<file path="src/rtl/wb_trace_fifo_pkg.sv">
// wb_trace_fifo_pkg: trace entry layout shared by the writeback trace buffer.
// Build option: define WB_TRACE_TS_EN to append a 32-bit capture timestamp
// to every entry (101-bit entry); otherwise entries are 69 bits.
package wb_trace_fifo_pkg;

  // Field order from MSB down: pc, wnum, wdata[, ts]
  typedef struct packed {
    logic [31:0] pc;
    logic [4:0]  wnum;
    logic [31:0] wdata;
`ifdef WB_TRACE_TS_EN
    logic [31:0] ts;
`endif
  } trace_entry_t;

`ifdef WB_TRACE_TS_EN
  localparam int TRACE_ENTRY_WD = 101;
`else
  localparam int TRACE_ENTRY_WD = 69;
`endif

endpackage

</file>
<file path="src/rtl/wb_trace_fifo_sync.sv">
// trace_sync_fifo: storage array, read/write pointers and occupancy count
// for the writeback trace buffer. Push/pop arrive already qualified by the
// parent, so this block never sees a push when full without a pop, nor a
// pop when empty. Full/empty are decided from the count by the parent.
module trace_sync_fifo
  import wb_trace_fifo_pkg::*;
#(
  parameter int DEPTH = 16,
  parameter int WD    = TRACE_ENTRY_WD
) (
  input  logic                    clk,
  input  logic                    reset,
  input  logic                    i_push,
  input  logic                    i_pop,
  input  logic [WD-1:0]           i_data,
  output logic [WD-1:0]           o_data,
  output logic [$clog2(DEPTH):0]  o_count
);

  localparam int PTR_W = $clog2(DEPTH);
  localparam int CNT_WD = PTR_W + 1;

  logic [WD-1:0]     r_mem [DEPTH];
  logic [PTR_W-1:0]  r_wr_ptr;
  logic [PTR_W-1:0]  r_rd_ptr;
  logic [CNT_WD-1:0] r_count;

  // Storage write; contents need no reset because the count gates validity
  always_ff @(posedge clk) begin
    if (i_push) r_mem[r_wr_ptr] <= i_data;
  end

  // Pointers wrap naturally at DEPTH; count tracks push minus pop
  always_ff @(posedge clk) begin
    if (reset) begin
      r_wr_ptr <= '0;
      r_rd_ptr <= '0;
      r_count  <= '0;
    end else begin
      if (i_push) r_wr_ptr <= r_wr_ptr + PTR_W'(1);
      if (i_pop)  r_rd_ptr <= r_rd_ptr + PTR_W'(1);
      case ({i_push, i_pop})
        2'b10:   r_count <= r_count + CNT_WD'(1);
        2'b01:   r_count <= r_count - CNT_WD'(1);
        default: r_count <= r_count;
      endcase
    end
  end

  // Show-ahead head entry
  assign o_data  = r_mem[r_rd_ptr];
  assign o_count = r_count;

endmodule

</file>
<file path="src/rtl/wb_trace_fifo.sv">
// wb_trace_fifo: captures architecturally visible register writes from the
// core writeback debug port into a FIFO drained through a valid/ready port,
// and keeps commit/drop statistics so a slow consumer never stalls the core.
// Build option: WB_TRACE_TS_EN adds a free-running cycle counter sampled
// into each entry and exported on trace_ts.
module wb_trace_fifo
  import wb_trace_fifo_pkg::*;
#(
  parameter int DEPTH = 16,
  parameter int CNT_W = 16
) (
  input  logic                   clk,
  input  logic                   reset,
  input  logic [31:0]            debug_wb_pc,
  input  logic [3:0]             debug_wb_rf_we,
  input  logic [4:0]             debug_wb_rf_wnum,
  input  logic [31:0]            debug_wb_rf_wdata,
  output logic                   trace_valid,
  input  logic                   trace_ready,
  output logic [31:0]            trace_pc,
  output logic [4:0]             trace_wnum,
  output logic [31:0]            trace_wdata,
`ifdef WB_TRACE_TS_EN
  output logic [31:0]            trace_ts,
`endif
  output logic [$clog2(DEPTH):0] fifo_count,
  output logic                   overflow,
  output logic [CNT_W-1:0]       drop_cnt,
  output logic [31:0]            commit_cnt
);

  localparam int CW = $clog2(DEPTH) + 1;

  logic         w_cap;
  logic         w_full;
  logic         w_pop;
  logic         w_push;
  logic         w_drop;
  trace_entry_t w_wr_entry;
  trace_entry_t w_rd_entry;

  logic             r_overflow;
  logic [CNT_W-1:0] r_drop_cnt;
  logic [31:0]      r_commit_cnt;

  // r0 writes and non-writing instructions are invisible to the trace
  assign w_cap  = (|debug_wb_rf_we) && (debug_wb_rf_wnum != 5'd0);
  assign w_full = (fifo_count == CW'(DEPTH));
  assign trace_valid = (fifo_count != '0);
  assign w_pop  = trace_valid && trace_ready;
  // A pop frees the slot in the same cycle, so a full FIFO still accepts
  assign w_push = w_cap && (!w_full || w_pop);
  assign w_drop = w_cap && w_full && !w_pop;

`ifdef WB_TRACE_TS_EN
  logic [31:0] r_ts_cnt;

  // Free-running cycle counter, wraps mod 2^32
  always_ff @(posedge clk) begin
    if (reset) r_ts_cnt <= '0;
    else       r_ts_cnt <= r_ts_cnt + 32'd1;
  end
`endif

  // Assemble the entry to store from the writeback port
  always_comb begin
    w_wr_entry.pc    = debug_wb_pc;
    w_wr_entry.wnum  = debug_wb_rf_wnum;
    w_wr_entry.wdata = debug_wb_rf_wdata;
`ifdef WB_TRACE_TS_EN
    w_wr_entry.ts    = r_ts_cnt;
`endif
  end

  trace_sync_fifo #(
    .DEPTH (DEPTH),
    .WD    (TRACE_ENTRY_WD)
  ) u_fifo (
    .clk     (clk),
    .reset   (reset),
    .i_push  (w_push),
    .i_pop   (w_pop),
    .i_data  (w_wr_entry),
    .o_data  (w_rd_entry),
    .o_count (fifo_count)
  );

  assign trace_pc    = w_rd_entry.pc;
  assign trace_wnum  = w_rd_entry.wnum;
  assign trace_wdata = w_rd_entry.wdata;
`ifdef WB_TRACE_TS_EN
  assign trace_ts    = w_rd_entry.ts;
`endif

  // Statistics: commits wrap, drops saturate, overflow is sticky until reset
  always_ff @(posedge clk) begin
    if (reset) begin
      r_overflow   <= 1'b0;
      r_drop_cnt   <= '0;
      r_commit_cnt <= '0;
    end else begin
      if (w_cap) r_commit_cnt <= r_commit_cnt + 32'd1;
      if (w_drop) begin
        r_overflow <= 1'b1;
        if (r_drop_cnt != '1) r_drop_cnt <= r_drop_cnt + CNT_W'(1);
      end
    end
  end

  assign overflow   = r_overflow;
  assign drop_cnt   = r_drop_cnt;
  assign commit_cnt = r_commit_cnt;

endmodule

</file>
<file path="config.mk">
export PLATFORM = sky130hd
export DESIGN_NAME = wb_trace_fifo
export DESIGN_NICKNAME = d
export VERILOG_FILES = /design/src/rtl/wb_trace_fifo_pkg.sv /design/src/rtl/wb_trace_fifo_sync.sv /design/src/rtl/wb_trace_fifo.sv
export SDC_FILE = /design/constraint.sdc
export NUM_CORES = 1
export LEC_CHECK = 0
export ABC_AREA = 1
export BUFFER_PORTS_ARGS = -buffer_cell sky130_fd_sc_hd__buf_2
export CAP_MARGIN = 30
export CORE_MARGIN = 2
export CORE_UTILIZATION = 50
export CTS_BUF_LIST = sky130_fd_sc_hd__clkbuf_8 sky130_fd_sc_hd__clkbuf_16
export CTS_CLUSTER_SIZE = 30
export DETAILED_ROUTE_END_ITERATION = 6
export HOLD_SLACK_MARGIN = 0.15
export PLACE_DENSITY = 0.67
export SYNTH_ARGS = -nofsm -noshare
export SYNTH_HDL_FRONTEND = slang
export SYNTH_HIERARCHICAL = 1
export SYNTH_SLANG_ARGS = --single-unit
</file>
<file path="constraint.sdc">
create_clock -name clk -period 6.8 [get_ports clk]
set_input_delay 1.36 -clock clk [delete_from_list [all_inputs] [get_ports clk]]
set_output_delay 1.36 -clock clk [all_outputs]
set_load 0.02 [all_outputs]
</file>
== Yosys cells after proc, flatten, opt, wreduce, memory -nomap -nowiden ==
Memory sizes are Yosys's and may differ from the RTL's. A register that Yosys moved wholly into a read port is not among the register bits.
Cells that the tools add are included.

* Equality and inequality tests: 4
* Add/sub/neg operators: 6
* Reduce and logical (&&, ||, !) cells: 13
* Magnitude comparators: 0
* Mux-type cells: 5
* Bitwise operators: 0
* $mul: 0
* Shift operators: 0
* Divide/modulo/power cells: 0

{| class="wikitable"
|+ Operators with widths
! kind !! number
|-
| $add 32x1->32 const B || 1
|-
| $add 16x1->16 const B || 1
|-
| $ne 16x16->1 const B || 1
|-
| $pmux 5 s2 || 1
|-
| $reduce_bool 5->1 || 2
|-
| $add 4x1->4 const B || 2
|-
| $mux 4 || 2
|-
| $add 5x1->5 const B || 1
|-
| $eq 5x5->1 const B || 1
|-
| $logic_and 1x1->1 || 5
|-
| $sub 5x1->5 const B || 1
|-
| $reduce_or 4->1 || 1
|-
| $eq 2x1->1 const B || 1
|-
| $eq 2x2->1 const B || 1
|-
| $logic_not 1->1 || 2
|-
| $mux 1 || 2
|-
| $reduce_and 2->1 || 1
|-
| $reduce_bool 2->1 || 1
|-
| $logic_or 1x1->1 || 1
|}

* Input port bits: 76
* Output and inout bits: 124
* Bits in latches: 0
* Register bits after elaboration: 62
* Memory bits (writable): 1104
* ROM bits: 0
* Memories kept: 1

{| class="wikitable"
|+ Memories
! name !! words !! bits a word !! read ports !! clocked after Yosys merged registers in !! wr ports !! line !! source
|-
| u_fifo.r_mem || 16 || 69 || 1 || 1 || 1 || wb_trace_fifo_sync.sv:23 || <nowiki>logic [WD-1:0] r_mem [DEPTH];</nowiki>
|}

== Longest topological paths before layout ==
* Word-level depth: 6
* Mapped depth: 18

== By module ==
Netlist, hierarchy kept.

{| class="wikitable"
|+ By module, submodules not included
! module !! seq. area each (sq um) !! instances !! area each (sq um) !! cells an instance
|-
| trace_sync_fifo || 33492.1 || 1 || 46191.8 || 3601
|-
| wb_trace_fifo || 980.9 || 1 || 2927.8 || 458
|}

== Least setup slack after synthesis ==
No wires, ideal clock.

* Path kind: input to register
* From: input debug_wb_rf_wnum[3]
* To: memory u_fifo/r_mem[11][0] in the netlist's numbering (enable)
* Required time: 6304 ps
* Cell stages on the path: 7
* Path slack: 1103 ps
* Library setup time: 496 ps
* Data arrival time: 5201 ps
* Buffers on the path: 1
* Cells stage by stage: nor2_1 -> nand3_1 -> nand2_2 -> buf_2 -> nor2_1 -> nand2_1 -> nor2_1

* Word-level cells in the longest chain between the ends: 5

{| class="wikitable"
|+ RTL lines
! what !! line !! source
|-
| start, declared || wb_trace_fifo.sv:16 || <nowiki>input logic [4:0] debug_wb_rf_wnum,</nowiki>
|-
| $reduce_bool 5->1 || wb_trace_fifo.sv:47 || <nowiki>assign w_cap = (|debug_wb_rf_we) && (debug_wb_rf_wnum != 5'd0);</nowiki>
|-
| $logic_and 1x1->1 || wb_trace_fifo.sv:47 ||
|-
| $logic_and 1x1->1 || wb_trace_fifo.sv:52 || <nowiki>assign w_push = w_cap && (!w_full || w_pop);</nowiki>
|-
| named net w_push || wb_trace_fifo.sv:37 || <nowiki>logic w_push;</nowiki>
|-
| $mux 1 || wb_trace_fifo_sync.sv:30 || <nowiki>if (i_push) r_mem[r_wr_ptr] <= i_data;</nowiki>
|-
| $mux 1 (implied by the code) || wb_trace_fifo_sync.sv:30 ||
|-
| end, declared || wb_trace_fifo_sync.sv:23 ||
|}

The timed path passes the listed nets, and every way through them passes these cells.

==> out/results.ini <==
[route]
wirelength_um = 110000
via_per_inst = 5.50
routedWlPerCell_um = 19.8
drt.antenna.violating_nets = 0
drc = 0
via_count = 30500
drt_iter0_markers = 2945
drt_pre_antenna_iters = 6

[pwr]
p_leak_nw = 19.7
p_per_area_nw_per_um2 = 335
ir_worst_vdd_v = 0.000281
total_power_w = 0.0184

[cts]
htreeDepth = 3
numCtsBuffers = 115
clk_pin_slew_ns = 0.06
clkLatencyLatePin_ns = 0.68
cts-root-buf = clkbuf_16
postCtsSetupBuffers = 0
hold_buffers = 0
ctsResizeCount = 0
cts_tree = done
clock_sinks = 1170
cts_buffer_depth = 3

[synth]
syn_area_per_cell_um2 = 12.1
syn-num-nets = 4146
ys_seq_elements = 1170
ys.flop_type = edfxtp_1
ys_async_sr_fraction_pct = 0
synth_cells = 4059
yosysWarnings = 6
synth_cell_type_count = 37
synth_edf_count = 1104
synthesis.area_um2 = 49100
ys_seq_area_share_pct = 70.2

[floorplanning]
io_pins = 200
start_util_pct = 50.6
fp.dieArea_um2 = 101000
row_count = 114
fp.dieW_um = 317
core_area_um2 = 97000
die_h_um = 317

[worst_setup_path]
reg2reg_slack_ns = 3.31
required_ns = 5.44
critPathMaxStageDelay_ns = 0.62
path_max_fanout = 265
worst_path_max_delay_cell = dfxtp_4
worstPathArrival_ns = 3.26
path_common_cell = nand3_1
crit_type = reg2out
endpoint_kind = primary output
cp-start-kind = flop
cp_cell_sequence = buf_12, a21oi_1, o21ai_0, nand3_1, nand3_1, nand2_1, buf_2

[placement]
io_buffers = 199
dp_hpwl_um = 58200
dp_slack_ns = 1.62
gp_congestion = 0.832

[global_routing]
grt_util_met2_pct = 35.2
use_met1_pct = 29.1
overflow = 0
antenna_found_initial = 19
use_met3_pct = 3.90
grt_pass1_vias = 29400
grt_pass1_wl_um = 169000
grt_util_all_layers_pct = 21.4
grt.busiest_layer = met2
grt_max_degree = 266

[timing]
finalCritPeriodShare_pct = 67.9
holdWs_ns = 0.486
hold_viol_final = 0
finClkSkew_ns = 0.0180
setup-tns-final_ns = 0
setup_viol = 0
setup_ws_ns = 2.18
rsz0062_at_grt = false
slew_headroom_pct = 5.25
final.min_clock_period_ns = 4.62
slew_viol_final = 0
worstMarginPinSlew_ns = 1.42
clock.fmax_mhz = 217

[hold_path]
holdCritPathClass = reg2reg

[cells_and_area]
syn2layout_area_growth_pct = 11.6
final_nets = 4268
layout-drive-gt1-share_pct = 13.7
final_cell_mix = 1,104 x edfxtp_1, 644 x inv_1, 481 x nand2_1
final_common_cell = edfxtp_1

[run_status]
status = finished clean

[flow_run]
maxCapViolCount = 0

[cell usage after synthesis (all sizes together), types with 11 or more instances]
master / instances / area share, %
clkbuf: 97 / 0.74
a21oi: 312 / 3.2
dfxtp: 66 / 2.7
nand3: 468 / 4.8
o211ai: 276 / 5.6
o21ai: 291 / 3.0
inv: 625 / 4.8
ha: 11 / 0.28
nor2: 132 / 1.1
nand4: 18 / 0.23
nand2: 490 / 3.8
edfxtp: 1104 / 67
buf: 139 / 1.8
[through the flow]
stage,instance area (µm²),cells,util (%)
2_1_floorplan,49100,4059,-
3_3_place_gp,51200,5337,52.7
3_5_place_dp,51200,5340,52.8
4_1_cts,54800,5550,56.5
5_1_grt,54800,5553,56.5
6_report,54800,5555,56.5
[layout make-up]
cell class | count | area, µm²
Clock buffer | 126 | 3070
Timing Repair Buffer | 241 | 1630
Multi-Input combinational cell | 2026 | 11200
Tap cell | 1276 | 1600
Antenna cell | 5 | 12.5
Clock inverter | 84 | 513
Fill cell | 7842 | 42200
Sequential cell | 1170 | 34500
Inverter | 627 | 2360
[layer usage]
layer | vias to the layer above | part of all wire [%] | wire length (µm)
met5 | - | 0.10 | 114
met4 | 18 | 2.5 | 2790
met3 | 197 | 6.4 | 7090
met2 | 880 | 48 | 52500
met1 | 14900 | 43 | 47500
li1 | 14500 | - | -
[where the power goes]
| group | switching [W] | internal, W | total, W |
|---|---|---|---|
| Clock | 0.00259 | 0.00341 | 0.00600 |
| Sequential | 0.000144 | 0.00832 | 0.00847 |
| Combinational | 0.00278 | 0.00113 | 0.00391 |
| Total | 0.00552 | 0.0129 | 0.0184 |
[worst max-delay path, delay by kind of cell, from the launching register on]
family,cells,cell delay (ns)
simple gates,3,0.46
flops,1,0.62
compound gates,2,0.33
buf+inv,2,0.74
[flip-flops by register name, summed over array words and instances, names as in the netlist, named ones only]
register	flops
commit_cnt	32
drop_cnt	16
overflow	1
u_fifo/o_count	5
u_fifo/r_mem	1104
u_fifo/r_rd_ptr	4
u_fifo/r_wr_ptr	4
[path summary, 6_finish.rpt]
kind                                         from                    to  depth (start not counted)
worst max register to register  u_fifo/o_count[1]  u_fifo/r_mem[15][45]                          7
worst min register to register           overflow              overflow                          2
worst min-delay path                     overflow              overflow                          2
worst max-delay path                         flop       trace_wdata[31]                          7
[cells by family (layout without fill, tap and decap cells)]
kind of cell    Yosys count  in the layout  synth area share [%]
flops                  1170           1170                  70.2
simple gates           1118           1118                  10.1
compound gates          882            882                  11.8
buf+inv                 863           1078                  7.36
xor+xnor                 15             15                 0.267
fa+ha+maj                11             11                 0.280
other cells               0              5                     0
No activity file was read; power rests on OpenSTA's default activity.
